**src/rtl/brick_hit_handler.sv**
```systemverilog
// ---------------------------------------------------------------------------
// brick_hit_handler
//
// Takes one qualified brick/ball collision per scan pass and turns it into:
//   - a level-memory write that damages or removes the brick,
//   - a reflected ball direction with a one-cycle strobe,
//   - score and remaining-brick bookkeeping, including a sticky level-clear.
//
// Ports
//   clk              in   system clock, rising edge
//   reset            in   synchronous, active-high reset
//   brickBallCollide in   qualified collision from the brick scanner
//   collideDir [2:0] in   000 Left, 001 Right, 010 Top, 011 Down, 100 None
//   brick_x    [3:0] in   scanner column of the brick under test
//   brick_y    [3:0] in   scanner row of the brick under test
//   brick_type [3:0] in   level-memory read data for that brick
//   ballcheckReset   in   start of a new scan pass
//   ball_dir   [1:0] in   current ball direction (bit1 = up, bit0 = right)
//   level_load       in   load a new destructible-brick count
//   level_bricks [6:0] in count loaded by level_load
//   wr_en            out  level-memory write enable (one cycle)
//   wr_x/wr_y  [3:0] out  write address
//   wr_type    [3:0] out  write data (damaged brick type)
//   new_dir    [1:0] out  reflected ball direction, held between hits
//   dir_valid        out  one-cycle strobe qualifying new_dir
//   score     [15:0] out  saturating score
//   bricks_left [6:0] out destructible bricks remaining
//   level_clear      out  sticky, set when the last brick is removed
//   busy             out  high while a hit is being applied
// ---------------------------------------------------------------------------
//  state  | meaning
//  -------+-------------------------------------------------------------
//  IDLE   | waiting for the first collision of the current scan pass
//  UPDATE | applying the latched hit: write, reflect, score (one cycle)
// ---------------------------------------------------------------------------
module brick_hit_handler (
    input  logic        clk,
    input  logic        reset,
    input  logic        brickBallCollide,
    input  logic [2:0]  collideDir,
    input  logic [3:0]  brick_x,
    input  logic [3:0]  brick_y,
    input  logic [3:0]  brick_type,
    input  logic        ballcheckReset,
    input  logic [1:0]  ball_dir,
    input  logic        level_load,
    input  logic [6:0]  level_bricks,
    output logic        wr_en,
    output logic [3:0]  wr_x,
    output logic [3:0]  wr_y,
    output logic [3:0]  wr_type,
    output logic [1:0]  new_dir,
    output logic        dir_valid,
    output logic [15:0] score,
    output logic [6:0]  bricks_left,
    output logic        level_clear,
    output logic        busy
);

    typedef enum logic {
        IDLE   = 1'b0,
        UPDATE = 1'b1
    } state_t;

    localparam logic [3:0] T_NOBRICK = 4'd0;
    localparam logic [3:0] T_RED     = 4'd1;
    localparam logic [3:0] T_BROWN   = 4'd2;
    localparam logic [3:0] T_SRED    = 4'd3;
    localparam logic [3:0] T_SBROWN  = 4'd4;

    localparam logic [2:0] D_LEFT  = 3'b000;
    localparam logic [2:0] D_RIGHT = 3'b001;
    localparam logic [2:0] D_TOP   = 3'b010;
    localparam logic [2:0] D_DOWN  = 3'b011;

    state_t      state;
    state_t      state_nxt;

    logic        hit_taken;
    logic        hit_accept;

    logic [3:0]  lat_x;
    logic [3:0]  lat_y;
    logic [3:0]  lat_type;
    logic [2:0]  lat_cdir;
    logic [1:0]  lat_ball;
    logic [1:0]  dir_hold;

    logic        destructible;
    logic        removal;
    logic [3:0]  mapped_type;
    logic [4:0]  score_inc;
    logic [16:0] score_sum;
    logic [1:0]  refl_dir;

    // Only one hit per scan pass; collisions seen while busy are dropped.
    assign hit_accept = (state == IDLE) && brickBallCollide && !hit_taken;

    // -----------------------------------------------------------------
    // Hit decode from the latched brick
    // -----------------------------------------------------------------
    always_comb begin
        destructible = 1'b0;
        removal      = 1'b0;
        mapped_type  = T_NOBRICK;
        score_inc    = 5'd0;
        case (lat_type)
            T_RED: begin
                destructible = 1'b1;
                removal      = 1'b1;
                mapped_type  = T_NOBRICK;
                score_inc    = 5'd10;
            end
            T_BROWN: begin
                destructible = 1'b1;
                removal      = 1'b1;
                mapped_type  = T_NOBRICK;
                score_inc    = 5'd20;
            end
            T_SRED: begin
                destructible = 1'b1;
                mapped_type  = T_RED;
                score_inc    = 5'd5;
            end
            T_SBROWN: begin
                destructible = 1'b1;
                mapped_type  = T_BROWN;
                score_inc    = 5'd5;
            end
            default: begin
                // NOBRICK and unknown codes behave as walls: reflect only.
                destructible = 1'b0;
            end
        endcase
    end

    // Reflection forces one axis bit and keeps the other; any code that
    // is not a face hit (None and the unused codes) reverses the ball.
    always_comb begin
        case (lat_cdir)
            D_TOP:   refl_dir = {1'b1, lat_ball[0]};
            D_DOWN:  refl_dir = {1'b0, lat_ball[0]};
            D_LEFT:  refl_dir = {lat_ball[1], 1'b0};
            D_RIGHT: refl_dir = {lat_ball[1], 1'b1};
            default: refl_dir = ~lat_ball;
        endcase
    end

    // 17-bit sum so the carry out flags saturation.
    assign score_sum = {1'b0, score} + {12'd0, score_inc};

    // -----------------------------------------------------------------
    // FSM: state register
    // -----------------------------------------------------------------
    always_ff @(posedge clk) begin
        if (reset) begin
            state <= IDLE;
        end else begin
            state <= state_nxt;
        end
    end

    // -----------------------------------------------------------------
    // FSM: next-state logic
    // -----------------------------------------------------------------
    always_comb begin
        state_nxt = state;
        case (state)
            IDLE: begin
                if (hit_accept) begin
                    state_nxt = UPDATE;
                end
            end
            UPDATE: begin
                state_nxt = IDLE;
            end
            default: begin
                state_nxt = IDLE;
            end
        endcase
    end

    // -----------------------------------------------------------------
    // FSM: outputs
    // -----------------------------------------------------------------
    always_comb begin
        busy      = (state == UPDATE);
        dir_valid = (state == UPDATE);
        wr_en     = (state == UPDATE) && destructible;
        wr_x      = lat_x;
        wr_y      = lat_y;
        wr_type   = mapped_type;
        new_dir   = (state == UPDATE) ? refl_dir : dir_hold;
    end

    // -----------------------------------------------------------------
    // Hit capture and pass bookkeeping
    // -----------------------------------------------------------------
    always_ff @(posedge clk) begin
        if (reset) begin
            hit_taken <= 1'b0;
            lat_x     <= 4'd0;
            lat_y     <= 4'd0;
            lat_type  <= 4'd0;
            lat_cdir  <= 3'd0;
            lat_ball  <= 2'd0;
        end else begin
            if (hit_accept) begin
                hit_taken <= 1'b1;
                lat_x     <= brick_x;
                lat_y     <= brick_y;
                lat_type  <= brick_type;
                lat_cdir  <= collideDir;
                lat_ball  <= ball_dir;
            end else if (ballcheckReset) begin
                hit_taken <= 1'b0;
            end
        end
    end

    // -----------------------------------------------------------------
    // Direction hold, score, brick count, level clear
    // -----------------------------------------------------------------
    always_ff @(posedge clk) begin
        if (reset) begin
            dir_hold    <= 2'd0;
            score       <= 16'd0;
            bricks_left <= 7'd0;
            level_clear <= 1'b0;
        end else begin
            if (state == UPDATE) begin
                dir_hold <= refl_dir;
                if (destructible) begin
                    score <= score_sum[16] ? 16'hFFFF : score_sum[15:0];
                end
            end

            // A new level load wins over a removal on the same edge.
            if (level_load) begin
                bricks_left <= level_bricks;
                level_clear <= 1'b0;
            end else if ((state == UPDATE) && removal && (bricks_left != 7'd0)) begin
                bricks_left <= bricks_left - 7'd1;
                if (bricks_left == 7'd1) begin
                    level_clear <= 1'b1;
                end
            end
        end
    end

endmodule

```
**config.mk**
```make
export PLATFORM = sky130hd
export DESIGN_NAME = brick_hit_handler
export DESIGN_NICKNAME = d
export VERILOG_FILES = /design/src/rtl/brick_hit_handler.sv
export SDC_FILE = /design/constraint.sdc
export NUM_CORES = 1
export LEC_CHECK = 0
export ABC_AREA = 1
export CORE_ASPECT_RATIO = 1.75
export CORE_UTILIZATION = 40
export DETAILED_ROUTE_END_ITERATION = 16
export HOLD_SLACK_MARGIN = 0.12
export PLACE_DENSITY = 0.72
export SYNTH_ARGS = -nofsm -noshare
export SYNTH_HDL_FRONTEND = slang
export SYNTH_SLANG_ARGS = --single-unit
```
**constraint.sdc**
```tcl
create_clock -name clk -period 2.5 [get_ports clk]
set_clock_uncertainty 0.15 [all_clocks]
set_input_delay 0.625 -clock clk [delete_from_list [all_inputs] [get_ports clk]]
set_output_delay 0.625 -clock clk [all_outputs]
set_load 0.02 [all_outputs]
```
==> metrics.md <==
| Metric | Value |
|---|---|
| Status | `complete, no violations` |
| CTS buffer count | `5` |
| Crit path kind | `flip-flop to output port` |
| Synthesized flop and latch total | `45` |
| Dominant cell type by area after synthesis | `dfxtp_1` |
| First-pass GRT wire length | `10900 um` |
| Routed vias/inst | `5.00` |
| Worst Path Required | `1.73 ns` |
| Clk_lat worst skew | `0.29 ns` |
| Initial antenna violation count | `0` |
| Storage cell area | `905 um2` |
| Multi-input logic area | `1380 um2` |
| DP Area | `~3200 um2` |
| Vias in the first global route | `approximately 2.5k` |
| Largest delay share family, worst path | `buffers and inverters` |
| CTS tree | `done` |
| GR Overflow Total | `0` |
| Clock Sinks | `45` |
| Initial Util | `between 40 and 50%` |
| Io pins | `70` |
| Overall power | `1.73 mW` |
| Synth Instances | `350` |
| Crit-path slowest cell | `clkdlybuf4s50_1` |
| Ys flop type | `dfxtp_1` |
| Antenna fix cells | `0` |
| Final Util | `57.3%` |
| Worst EP arrival | `1.66 ns` |
| Final Hold Viols | `0` |
| WP buf/inv | `1` |
| Critical path peak fanout | `6` |
| Final ANT Viol Nets | `0` |
| Core area | `just under 6000 um2` |
| Yosys top cell area share | `a little over a third` |
| Worst-Margin Slew | `0.603 ns` |
| I/O Buffers | `67` |
| Post-route DRC violation count | `0` |
| Design Area, Final | `3400 um2` |
| Critical Path Max Stage Delay | `~0.62 ns` |
| Pwr dens | `508 nW/um2` |
| Final setup TNS | `0 ns` |
| Avg WL per Cell | `13.1 um` |
| Largest net degree at the start of global routing | `28` |
| DR iter-0 viols | `approximately 130` |
| Final-layout fill cell count | `608` |
| Post-synth EDFFs | `0` |
| Final Max Tran Viols | `0` |
| Hold WC Path Type | `flip-flop to flip-flop` |
| Fmax | `410 MHz` |
| Maximum VDD drop | `418 uV` |
| Finished Layout Cells | `roughly 500` |
| RSZ-0062 raised after global routing | `yes` |
| Min cycle time layout | `2.44 ns` |
| Worst-path cell chain | `nor2_4 -> nand2_4 -> nor2_1 -> clkdlybuf4s50_1` |
| All-Layer GR Usage | `22.0%` |
| Ys async rst share | `0%` |
| DR vias | `2488` |
| Period utilization | `between 90% and 100%` |
| Area contributors post-synth | `dfxtp_1 (37%), nand2_1 (9.0%), nor2_1 (7.9%)` |
| Slew margin rel. | `59.5%` |
| Synthesis Warnings | `0` |
| Full die area | `roughly 6500 um2` |
| Share of layout cells above drive strength 1 | `between 10% and 20%` |
| Final setup fails | `0` |
| CTS root buffer | `clkbuf_8` |
| HPWL after DPL | `4880 um` |
| DP Cell Count | `~490` |
| Die X | `61.3 um` |
| # rows | `37` |
| Critical path launch point type | `flip-flop` |
| Final GP Congestion | `0.977` |
| Max-Cap Viols | `0` |
| Pleak | `about 1.5 nW` |
| Nets | `456` |
| Drt pass-1 iters | `4` |
| CTS H-tree depth | `2` |
| Final WL | `6520 um` |
| Most frequent cells after synthesis | `nand2_1 (59), nor2_1 (52), dfxtp_1 (45), inv_1 (42), o21ai_0 (27)` |
| CTS Buffer Depth | `2` |
| Most common cell in the netlist | `nand2_1` |
| Crit end category | `output port` |
| Worst-path clk slew | `0.08 ns` |
| Cell area after synthesis | `2460 um2` |
| Area delta synth->final | `38.1%` |
| Sequential area share after synthesis | `36.6%` |
| Unique cell type count in the Yosys netlist | `38` |
| Syn Area/Cell | `7.03 um2` |
| Die Ht | `~110 um` |
-- worst paths after layout --
kind                     from    endpoint  slack (ns)  depth (start not counted)
setup / recovery  lat_type[3]  wr_type[0]        0.06                          4
hold / removal      hit_taken   hit_taken        0.33                          2
setup reg to reg  lat_type[0]   score[14]        0.16                         17
hold reg to reg     hit_taken   hit_taken        0.33                          2
-- registers in the layout (all words and copies together), names as in the netlist, 2 cells and up --
name / flops
score: 16
wr_x: 4
lat_cdir: 3
lat_ball: 2
wr_y: 4
dir_hold: 2
bricks_left: 7
lat_type: 4
-- timing repair --
item,in CTS,in global routing
hold buffers,0,0
endpoints found under the hold margin,0,0
pin swaps,0,2
setup endpoints to repair,4,16
gates resized for setup,2,16
gates cloned,0,0
setup buffers,0,1
-- worst min-delay path, delay by kind of cell, from the launching register on --
kind / cells / cell delay (ns)
compound gates: 1 / 0.06
simple gates: 1 / 0.06
flops: 1 / 0.32
-- cell type report --
| cell class | instances | area share, % |
|---|---|---|
| clock inverter | 1 | 0.884 |
| sequential | 45 | 26.6 |
| multi-input combinational | 249 | 40.5 |
| inverter | 44 | 4.86 |
| clock buffer | 7 | 2.54 |
| timing repair buffer | 74 | 21.8 |
| tap | 78 | 2.87 |
-- cell usage in the layout, fill, tap and decap left out, types with 2 or more instances in the layout --
cell type,Yosys,final
xor2_1,5,5
a21oi_1,22,22
a31oi_1,3,3
nor2_4,3,5
dfxtp_2,0,3
nand4_1,4,4
nor2_1,52,52
o221ai_1,3,3
nand3_2,3,3
nor4_1,3,3
or2_2,2,2
ha_1,7,6
dlymetal6s2s_1,0,2
inv_2,2,2
clkdlybuf4s50_1,0,64
buf_4,3,6
o21ai_0,27,24
o21ai_1,2,5
nand3_4,0,2
inv_1,42,42
o211ai_1,2,2
nor3_1,4,3
dfxtp_1,45,42
nand2_2,5,4
conb_1,1,2
clkbuf_8,1,6
nand2_4,3,4
nand2_1,59,59
and2_1,3,3
nand3_1,22,20
-- logic make-up (layout without fill, tap and decap cells) --
family                   count (synthesis)  count (layout)  synth area share, %
adder cells (fa/ha/maj)                  8               8                 4.37
flip-flops                              45              45                 36.6
AND/OR/NAND/NOR                        167             167                 31.6
other                                    1               2                0.152
XOR/XNOR                                 6               6                 2.14
multiplexers                             1               1                0.407
buffers and inverters                   57             126                 9.56
AO/OA/AOI/OAI                           65              65                 15.2
-- metal layers --
layer  up-vias  GRT usage [%]  routed length (um)
met5         -              0                   0
met4         0           11.0                 204
met3        16           3.19                 216
met2        64           38.9                3550
met1      1139           24.0                2550
li1       1269              -                   -
-- metrics by stage --
step	hold WS, ns	worst slack [ns]
2_1_floorplan	0.294	0.136
3_3_place_gp	0.302	0.0843
3_5_place_dp	0.311	-0.0206
4_1_cts	0.330	0.000904
5_1_grt	0.368	-0.0460
6_report	0.326	0.0612
-- power breakdown --
part	total [mW]	leakage, nW	internal (mW)	switching, mW
clock	0.569	0.0585	0.326	0.243
combinational	0.367	1.11	0.170	0.198
sequential	0.792	0.370	0.758	0.0334
No activity file was read; power rests on OpenSTA's default activity.
